`src/rtl/act_lut_arbiter.sv`:
```
// Shared activation unit: round-robin arbitration of NU requests into a 3-stage
// identity / ReLU / piecewise-linear (y = A*x + B) pipeline with a host-written LUT.
module act_lut_arbiter #(
    parameter int NU_COUNT      = 4,
    parameter int Q_SIZE        = 16,
    parameter int Q_FRAC        = 12,
    parameter int ACT_MASK_SIZE = 2,
    parameter int ACT_LUT_DEPTH = 6,
    parameter int ACT_LUT_SIZE  = 32
) (
    input  logic                              clk,
    input  logic                              rst_n,
    input  logic [NU_COUNT-1:0]               req_valid,
    output logic [NU_COUNT-1:0]               req_ready,
    input  logic [NU_COUNT*Q_SIZE-1:0]        req_x,
    input  logic [NU_COUNT*ACT_MASK_SIZE-1:0] req_sel,
    input  logic                              cfg_we,
    input  logic [ACT_LUT_DEPTH-1:0]          cfg_addr,
    input  logic [ACT_LUT_SIZE-1:0]           cfg_data,
    output logic                              rsp_valid,
    output logic [$clog2(NU_COUNT)-1:0]       rsp_id,
    output logic [Q_SIZE-1:0]                 rsp_y,
    output logic                              busy
);

    localparam int ID_W  = $clog2(NU_COUNT);
    localparam int P_W   = 2 * Q_SIZE;
    localparam int S_W   = P_W - Q_FRAC + 1;
    localparam int LUT_N = 1 << ACT_LUT_DEPTH;

    localparam logic [ACT_MASK_SIZE-1:0] SEL_RELU = ACT_MASK_SIZE'(1);
    localparam logic [ACT_MASK_SIZE-1:0] SEL_PWL  = ACT_MASK_SIZE'(2);

    localparam logic signed [S_W-1:0] T_MAX = S_W'((1 << (Q_SIZE - 1)) - 1);
    localparam logic signed [S_W-1:0] T_MIN = ~T_MAX;

    logic [ID_W-1:0]          ptr;
    logic [ID_W-1:0]          cand;
    logic [ID_W-1:0]          grant_id;
    logic                     grant_any;
    logic [Q_SIZE-1:0]        grant_x;
    logic [ACT_MASK_SIZE-1:0] grant_sel;

    logic [ACT_LUT_SIZE-1:0]  lut [LUT_N];
    logic [ACT_LUT_SIZE-1:0]  lut_q;
    logic signed [Q_SIZE-1:0] lut_a;

    logic                     s1_valid;
    logic [ID_W-1:0]          s1_id;
    logic signed [Q_SIZE-1:0] s1_x;
    logic [ACT_MASK_SIZE-1:0] s1_sel;

    logic                     s2_valid;
    logic [ID_W-1:0]          s2_id;
    logic [Q_SIZE-1:0]        s2_x;
    logic [ACT_MASK_SIZE-1:0] s2_sel;
    logic signed [Q_SIZE-1:0] s2_b;
    logic signed [P_W-1:0]    s2_p;

    logic signed [S_W-1:0]    s_shift;
    logic signed [S_W-1:0]    t_sum;
    logic [Q_SIZE-1:0]        pwl_y;
    logic [Q_SIZE-1:0]        y_next;

    // Config writes own the cycle, so no LUT read ever collides with a write.
    always_comb begin
        // NOTE: every always_comb output is defaulted first so no path can infer a latch.
        grant_any = 1'b0;
        grant_id  = '0;
        cand      = '0;
        if (!cfg_we) begin
            for (int off = 0; off < NU_COUNT; off++) begin
                cand = ID_W'((int'(ptr) + off) % NU_COUNT);
                if (!grant_any && req_valid[cand]) begin
                    grant_any = 1'b1;
                    grant_id  = cand;
                end
            end
        end
    end

    always_comb begin
        req_ready = '0;
        if (grant_any) req_ready[grant_id] = 1'b1;
    end

    always_comb begin
        grant_x   = '0;
        grant_sel = '0;
        for (int i = 0; i < NU_COUNT; i++) begin
            if (grant_id == ID_W'(i)) begin
                grant_x   = req_x[i*Q_SIZE +: Q_SIZE];
                grant_sel = req_sel[i*ACT_MASK_SIZE +: ACT_MASK_SIZE];
            end
        end
    end

    always_ff @(posedge clk) begin
        // NOTE: sequential state uses non-blocking assignments so all registers update together.
        if (!rst_n) begin
            ptr       <= '0;
            s1_valid  <= 1'b0;
            s2_valid  <= 1'b0;
            rsp_valid <= 1'b0;
            rsp_id    <= '0;
            rsp_y     <= '0;
        end else begin
            if (grant_any) ptr <= (grant_id == ID_W'(NU_COUNT - 1)) ? '0 : grant_id + 1'b1;
            s1_valid  <= grant_any;
            s2_valid  <= s1_valid;
            rsp_valid <= s2_valid;
            if (s2_valid) begin
                rsp_id <= s2_id;
                rsp_y  <= y_next;
            end
        end
    end

    // NOTE: the LUT and payload registers carry no reset; only the valids qualify them.
    always_ff @(posedge clk) begin
        if (cfg_we) lut[cfg_addr] <= cfg_data;
        lut_q <= lut[grant_x[Q_SIZE-1 -: ACT_LUT_DEPTH]];
    end

    assign lut_a = lut_q[ACT_LUT_SIZE-1 -: Q_SIZE];

    always_ff @(posedge clk) begin
        s1_id  <= grant_id;
        s1_x   <= grant_x;
        s1_sel <= grant_sel;
        s2_id  <= s1_id;
        s2_x   <= s1_x;
        s2_sel <= s1_sel;
        s2_b   <= lut_q[Q_SIZE-1:0];
        s2_p   <= lut_a * s1_x;
    end

    // Floor-shift the product back to Q4.12, add B and clamp to the signed range.
    always_comb begin
        s_shift = S_W'(s2_p >>> Q_FRAC);
        t_sum   = s_shift + S_W'(s2_b);
        if (t_sum > T_MAX)      pwl_y = {1'b0, {(Q_SIZE-1){1'b1}}};
        else if (t_sum < T_MIN) pwl_y = {1'b1, {(Q_SIZE-1){1'b0}}};
        else                    pwl_y = t_sum[Q_SIZE-1:0];
        case (s2_sel)
            SEL_RELU: y_next = s2_x[Q_SIZE-1] ? '0 : s2_x;
            SEL_PWL:  y_next = pwl_y;
            default:  y_next = s2_x;
        endcase
    end

    assign busy = s1_valid | s2_valid | rsp_valid;

endmodule
```
`config.mk`:
```
export PLATFORM = sky130hd
export DESIGN_NAME = act_lut_arbiter
export DESIGN_NICKNAME = d
export VERILOG_FILES = /design/src/rtl/act_lut_arbiter.sv
export SDC_FILE = /design/constraint.sdc
export NUM_CORES = 2
export LEC_CHECK = 0
export CORE_MARGIN = 2
export CORE_UTILIZATION = 60
export DETAILED_ROUTE_END_ITERATION = 16
export PLACE_DENSITY = 0.73
export SLEW_MARGIN = 0
export SYNTH_ARGS = -nofsm -noshare
export SYNTH_HDL_FRONTEND = slang
export SYNTH_SLANG_ARGS = --single-unit
```
`constraint.sdc`:
```
create_clock -name clk -period 16.1 [get_ports clk]
set_clock_uncertainty 0.2 [all_clocks]
set_input_delay 1.61 -clock clk [delete_from_list [all_inputs] [get_ports clk]]
set_output_delay 1.61 -clock clk [all_outputs]
set_load 0.005 [all_outputs]
```
**Yosys cells after proc, flatten, opt, wreduce, memory -nomap -nowiden**

Memories as Yosys holds them, arrays and structs flattened. A register that Yosys moved wholly into a read port is not among the register bits.
Index checks and enable logic that the tools add are counted.

- Equality and inequality tests: 5
- $lt $le $gt $ge: 8
- Reductions and logical operators: 8
- Bitwise operators: 2
- Multiplexer cells: 39
- Multiply operators: 1
- $add $sub $neg: 5

Operators by type and width:

| operator | number |
|---|---|
| 16-bit 2-to-1 mux | 6 |
| 16-bit by 16-bit multiplier with 32-bit output | 1 |
| 16-bit one-hot mux with 2 select lines | 1 |
| 20-bit by 16-bit adder with 21-bit output | 1 |
| 21-bit by 16-bit greater-than comparator with 1-bit output, second input constant | 1 |
| 21-bit by 16-bit less-than comparator with 1-bit output, second input constant | 1 |
| 2-bit 2-to-1 mux | 10 |
| 2-bit by 3-bit less-than comparator with 1-bit output, second input constant | 5 |
| 1-bit 2-to-1 mux | 15 |
| 15-bit 2-to-1 mux | 1 |
| 1-bit binary-select mux with 2-bit select | 4 |
| 2-bit == test, second input constant | 3 |
| 2-bit by 1-bit adder with 2-bit output, second input constant | 2 |
| 2-bit adder, second input constant | 2 |
| 2-bit by 1-bit == test with 1-bit output, second input constant | 2 |
| 1-bit logical AND | 4 |
| 4-bit 2-to-1 mux | 1 |
| 1-bit zero test | 3 |
| 1-bit demux with 2-bit select | 1 |
| 2-bit by 1-bit >= comparator with 1-bit output, second input constant | 1 |
| 2-bit zero test | 1 |
| 1-bit bitwise OR | 2 |

- Logic and storage cells: 83
- Output and inout bits: 24
- Bits of input ports: 117
- Memories: 1
- RAM bits: 2048
- Register bits after elaboration: 111

Memory list:

| name | words | bits a word | rd ports | clocked after memory_dff | write ports | RTL line | text |
|---|---|---|---|---|---|---|---|
| lut | 64 | 32 | 1 | 1 | 1 | 44 | `logic [ACT_LUT_SIZE-1:0] lut [LUT_N];` |

**Longest topological paths before layout**

- Word-level depth: 21
- Gate-level depth with buffers: 23
- Mapped depth without buffers: 22

**Least setup slack after synthesis**

Ideal clock, no wire load.

- Kind: register to register
- Start point: register s1_x[1]
- End point: register s2_p[31]
- Required time: 15.814 ns
- Library setup time: 0.086 ns
- Clock period less this slack: 5.983 ns
- Data arrival time: 5.697 ns
- Buffers on the path: 1
- Setup slack: 10.117 ns
- Stages on the path, launching flop included: 22
- Path through: dfxtp_1 > clkbuf_1 > nand2_1 > inv_1 > fa_1 > fa_1 > inv_1 > fa_1 > inv_1 > fa_1 > fa_1 > inv_1 > fa_1 > inv_1 > ha_1 > and3_1 > a2111oi_0 > nor2_1 > o21ai_0 > a21oi_1 > o2111a_1 > a211oi_1

- Longest elaborated chain between the ends: 1

RTL lines:

| element | RTL line | text |
|---|---|---|
| start: declaration | 50 | `logic signed [Q_SIZE-1:0] s1_x;` |
| start signal: assignment | 129 | `s1_x <= grant_x;` |
| 16-bit by 16-bit multiplier with 32-bit output | 135 | `s2_p <= lut_a * s1_x;` |
| end signal: assignment | 135 |  |
| end: declaration | 58 | `logic signed [P_W-1:0] s2_p;` |

No other way between the ends.
A chain may end at the register's enable or synchronous reset.

**Worst setup path after layout**

- Start point: input port req_valid[1]
- End point: register lut_q[7] (read register of lut)

- Longest elaborated chain between the ends: 21
- Elaborated cells between the ends (all ways): 33
- Classes of those cells: eq/ne (3); mux (23); reduce/logical (7)

RTL lines:

| element | RTL line | text |
|---|---|---|
| start: declaration | 13 | `input logic [NU_COUNT-1:0] req_valid,` |
| 1-bit binary-select mux with 2-bit select | 74 | `if (!grant_any && req_valid[cand]) begin` |
| 1-bit 2-to-1 mux (implied by the code) | 74 |  |
| 1-bit 2-to-1 mux | 74 |  |
| 1-bit 2-to-1 mux | 71 | `if (!cfg_we) begin` |
| 1-bit zero test | 74 |  |
| 1-bit logical AND | 74 |  |
| 1-bit 2-to-1 mux | 74 |  |
| 1-bit 2-to-1 mux | 71 |  |
| [4 not listed] | - |  |
| 1-bit zero test | 74 |  |
| 1-bit logical AND | 74 |  |
| 2-bit 2-to-1 mux (*) | 74 |  |
| 2-bit 2-to-1 mux (*) | 71 |  |
| net grant_id[0] | 39 | `logic [ID_W-1:0] grant_id;` |
| 2-bit zero test | 91 | `if (grant_id == ID_W'(i)) begin` |
| 16-bit 2-to-1 mux (3 in a row) | 91 |  |
| 16-bit 2-to-1 mux (*) | 91 |  |
| end: declaration | 45 | `logic [ACT_LUT_SIZE-1:0] lut_q;` |

The timed path passes the listed nets; every way through them passes the cells marked *. The select of a mux whose other input is x is not followed.

==> impl_metrics.env <==
export IMPL_outcome="finished clean"
export IMPL_power_density_nw_per_um2=241.0
export IMPL_setup_viol=0
export IMPL_r2r_slack_ns=8.89
export IMPL_clock_sinks=2179
export IMPL_area_growth_pct=11.47
export IMPL_grt_setup_unrepaired="no"
export IMPL_synth_top_family_by_area="simple AND/OR/NAND/NOR gates"
export IMPL_std_cell_rows=144
export IMPL_grt_pass1_vias=54340
export IMPL_synth_compound_area_share_pct=4.152
export IMPL_final_util_pct=67.29
export IMPL_crit_type="primary input to flop"
export IMPL_irDropWorstVdd_mv=0.9369
export IMPL_clkLatencyLatePin_ns=0.86
export IMPL_setup_ws_ns=8.087
export IMPL_start_kind="primary input"
export IMPL_layout_commonest_cell="edfxtp_1"
export IMPL_post_dp_hpwl_mm=147.1
export IMPL_cts_resized_gates=0
export IMPL_ios=141
export IMPL_tightest_slew_ns=1.268
export IMPL_port_buffers=140
export IMPL_cts_setup_buffers=0
export IMPL_ys_seq_elements=2179
export IMPL_vias_per_cell=6.559
export IMPL_num_vias=55630
export IMPL_cp_common_cell="nand4_1"
export IMPL_maxSlewViolCount=0
export IMPL_final_setup_tns_ns=0
export IMPL_critPathMaxStageDelay_ns=0.83
export IMPL_synth_simple_area_share_pct=9.240
export IMPL_start_util_pct=60.36
export IMPL_fmax_mhz=124.8
export IMPL_drive_gt1_share_pct=12.06
export IMPL_synth_xor_area_share_pct=0.4238
export IMPL_end_kind="flop"
export IMPL_syn_instance_count=6085
export IMPL_drt_iter0_drc=7829
export IMPL_cts_made_buffers=207
export IMPL_synthAdderAreaFrac_pct=7.053
export IMPL_critPathLaunch="req_valid[1]"
export IMPL_path_buf_inv=5
export IMPL_gr_total_overflow=0
export IMPL_wl_per_cell_um=30.85
export IMPL_cpLargestDelayFamily="buffers and inverters"
export IMPL_crit_required_ns=16.61
export IMPL_hp_class="flop to flop"
export IMPL_cts_htree_levels=4
export IMPL_worst_path_max_delay_cell="buf_4"
export IMPL_crit_chain="clkdlybuf4s50_1 > o221ai_1 > a21o_1 > or2_2 > inv_1 > ha_1 > a21oi_1 > a221o_1 > and2_4 > clkinv_16 > buf_12 > buf_4 > mux4_2 > a22oi_1 > nand4_1 > nor2_1 > nand4_1"
export IMPL_pre_cts_ws_ns=7.432
export IMPL_whs_path_depth=0
export IMPL_ys_warn_count=0
export IMPL_r2r_end="s2_p[31]$_DFF_P_"
export IMPL_min_period_ns=8.013
export IMPL_finalCritPeriodShare_pct=49.77
export IMPL_muxShareOfSynthArea_pct=7.018
export IMPL_worst_r2r_path_depth=19
export IMPL_leakage_nw=35.63
export IMPL_final_antenna_net_count=0
export IMPL_antenna_found_initial=24
export IMPL_grt_max_degree=221
export IMPL_layout_common_cells="edfxtp_1 (2048), nand2_1 (1098), inv_1 (320)"
export IMPL_place_congestion=0.8829
export IMPL_nFillCells=10110
export IMPL_ys_async_sr_fraction_pct=0
export IMPL_final_nets=6731
export IMPL_maxCapViolations=0
export IMPL_crit_arrival_ns=8.52
export IMPL_hold_viol=0
export IMPL_min_to="s2_sel[0]$_DFF_P_"
export IMPL_route_detailed_drc=0
export IMPL_dr_pass1_iters=6
export IMPL_die_y_um=397.7
export IMPL_synth_flop_cell="edfxtp_1"
export IMPL_ys_seq_area_share_pct=68.96
export IMPL_die_w_um=397.7
export IMPL_clkTransAtPathRegs_ns=0.06
export IMPL_grt_pass1_wl_mm=376.6
export IMPL_syn_area_um2=92990
export IMPL_crit_cells=17
export IMPL_crit_path_max_fanout=220
export IMPL_track_usage_pct=33.44
export IMPL_core_region_area_um2=154000
export IMPL_cts_tree="done"
export IMPL_r2r_start="lut_q[29]$_DFF_P_"
export IMPL_clockBufferDepth=3
export IMPL_wl_mm=261.7
export IMPL_syn_avg_cell_area_um2=15.28
export IMPL_dieArea_um2=158100
export IMPL_hp_start="s1_sel[0]$_DFF_P_"
export IMPL_cts_root_buf="clkbuf_16"
export IMPL_synth_edff_count=2048
export IMPL_hold_buffers=0
export IMPL_slew_headroom_pct=15.48
export IMPL_ys_types=81
export IMPL_syn_nets=6569
-- cell families after synthesis --
group / count (synthesis)
DFF: 2179
and+or+nand+nor: 1927
buffers and inverters: 640
AOI/OAI and AO/OA: 542
muxes: 385
adders and majority gates: 367
xor gates and xnor gates: 45
-- worst max-delay path by stage --
stage / end
after floorplan: s2_p[31]$_DFF_P_
after global placement: lut_q[7]$_DFF_P_
after detailed placement: lut_q[7]$_DFF_P_
after CTS: lut_q[7]$_DFF_P_
after global routing: lut_q[7]$_DFF_P_
final: lut_q[7]$_DFF_P_
-- cells in the mapped netlist, types with 118 or more instances --
master | instances | share of area [%]
nand2_1 | 1098 | 4.4
fa_1 | 262 | 5.6
nor2_1 | 144 | 0.58
mux2i_1 | 159 | 1.7
nand4_1 | 118 | 0.79
inv_1 | 320 | 1.3
edfxtp_1 | 2048 | 66
clkbuf_1 | 151 | 0.61
mux4_2 | 212 | 5.1
dfxtp_1 | 131 | 2.8
nand3_1 | 310 | 1.7
and2_1 | 134 | 0.90
-- layer usage --
metal / GRT usage [%] / up-vias / routed length (um)
met2: 51.09 / 3920 / 120100
li1: - / 23000 / -
met4: 13.93 / 16 / 12620
met5: 0 / - / 105
met1: 45.97 / 28000 / 92900
met3: 9.111 / 698 / 35990
-- flip-flops by register name, summed over array words and instances, names as in the netlist --
name / cells
s2_valid: 1
s1_sel: 2
rsp_valid: 1
s1_x: 16
rsp_id: 2
s2_x: 16
s2_b: 16
s2_p: 20
lut_q: 32
s1_id: 2
lut: 2048
rsp_y: 16
s2_id: 2
s2_sel: 2
ptr: 2
s1_valid: 1
-- area by class of cell --
class	instances	area [um^2]	share of cell area, %
Timing Repair Buffer	269	2310	2.228
Tap cell	2044	2557	2.467
Clock buffer	291	5707	5.506
Antenna cell	12	30.03	0.02897
Inverter	324	1251	1.207
Multi-Input combinational cell	3266	26520	25.58
Clock inverter	97	1160	1.119
Sequential cell	2179	64120	61.86
-- worst reg2reg max path: cells and delay by family (launching register included) --
family	cells	cell delay (ns)
compound gates	7	1.86
fa+ha+maj	7	3.42
flops	1	1.12
simple gates	2	0.34
buf+inv	3	0.17
-- report_power, final --
group,total [W],switching [W],leakage (nW),internal [W]
Clock,0.00489,0.00211,3.33,0.00278
Sequential,0.00679,0.000223,19.5,0.00656
Combinational,0.0133,0.00770,12.8,0.00561
Total,0.0250,0.0100,35.6,0.0149
-- through the flow --
stage	cell area [um^2]	total power, W	hold WS (ns)	std cells
CTS	103600	0.02511	0.1314	8470
global route	103600	0.02692	0.1418	8471
global placement	96760	0.01995	0.1121	8082
floorplan	92990	0.01671	0.1096	6085
finish	103700	0.02498	0.1282	8482
detailed placement	96760	0.02012	0.1164	8082
(Power assumes the default switching activity.)
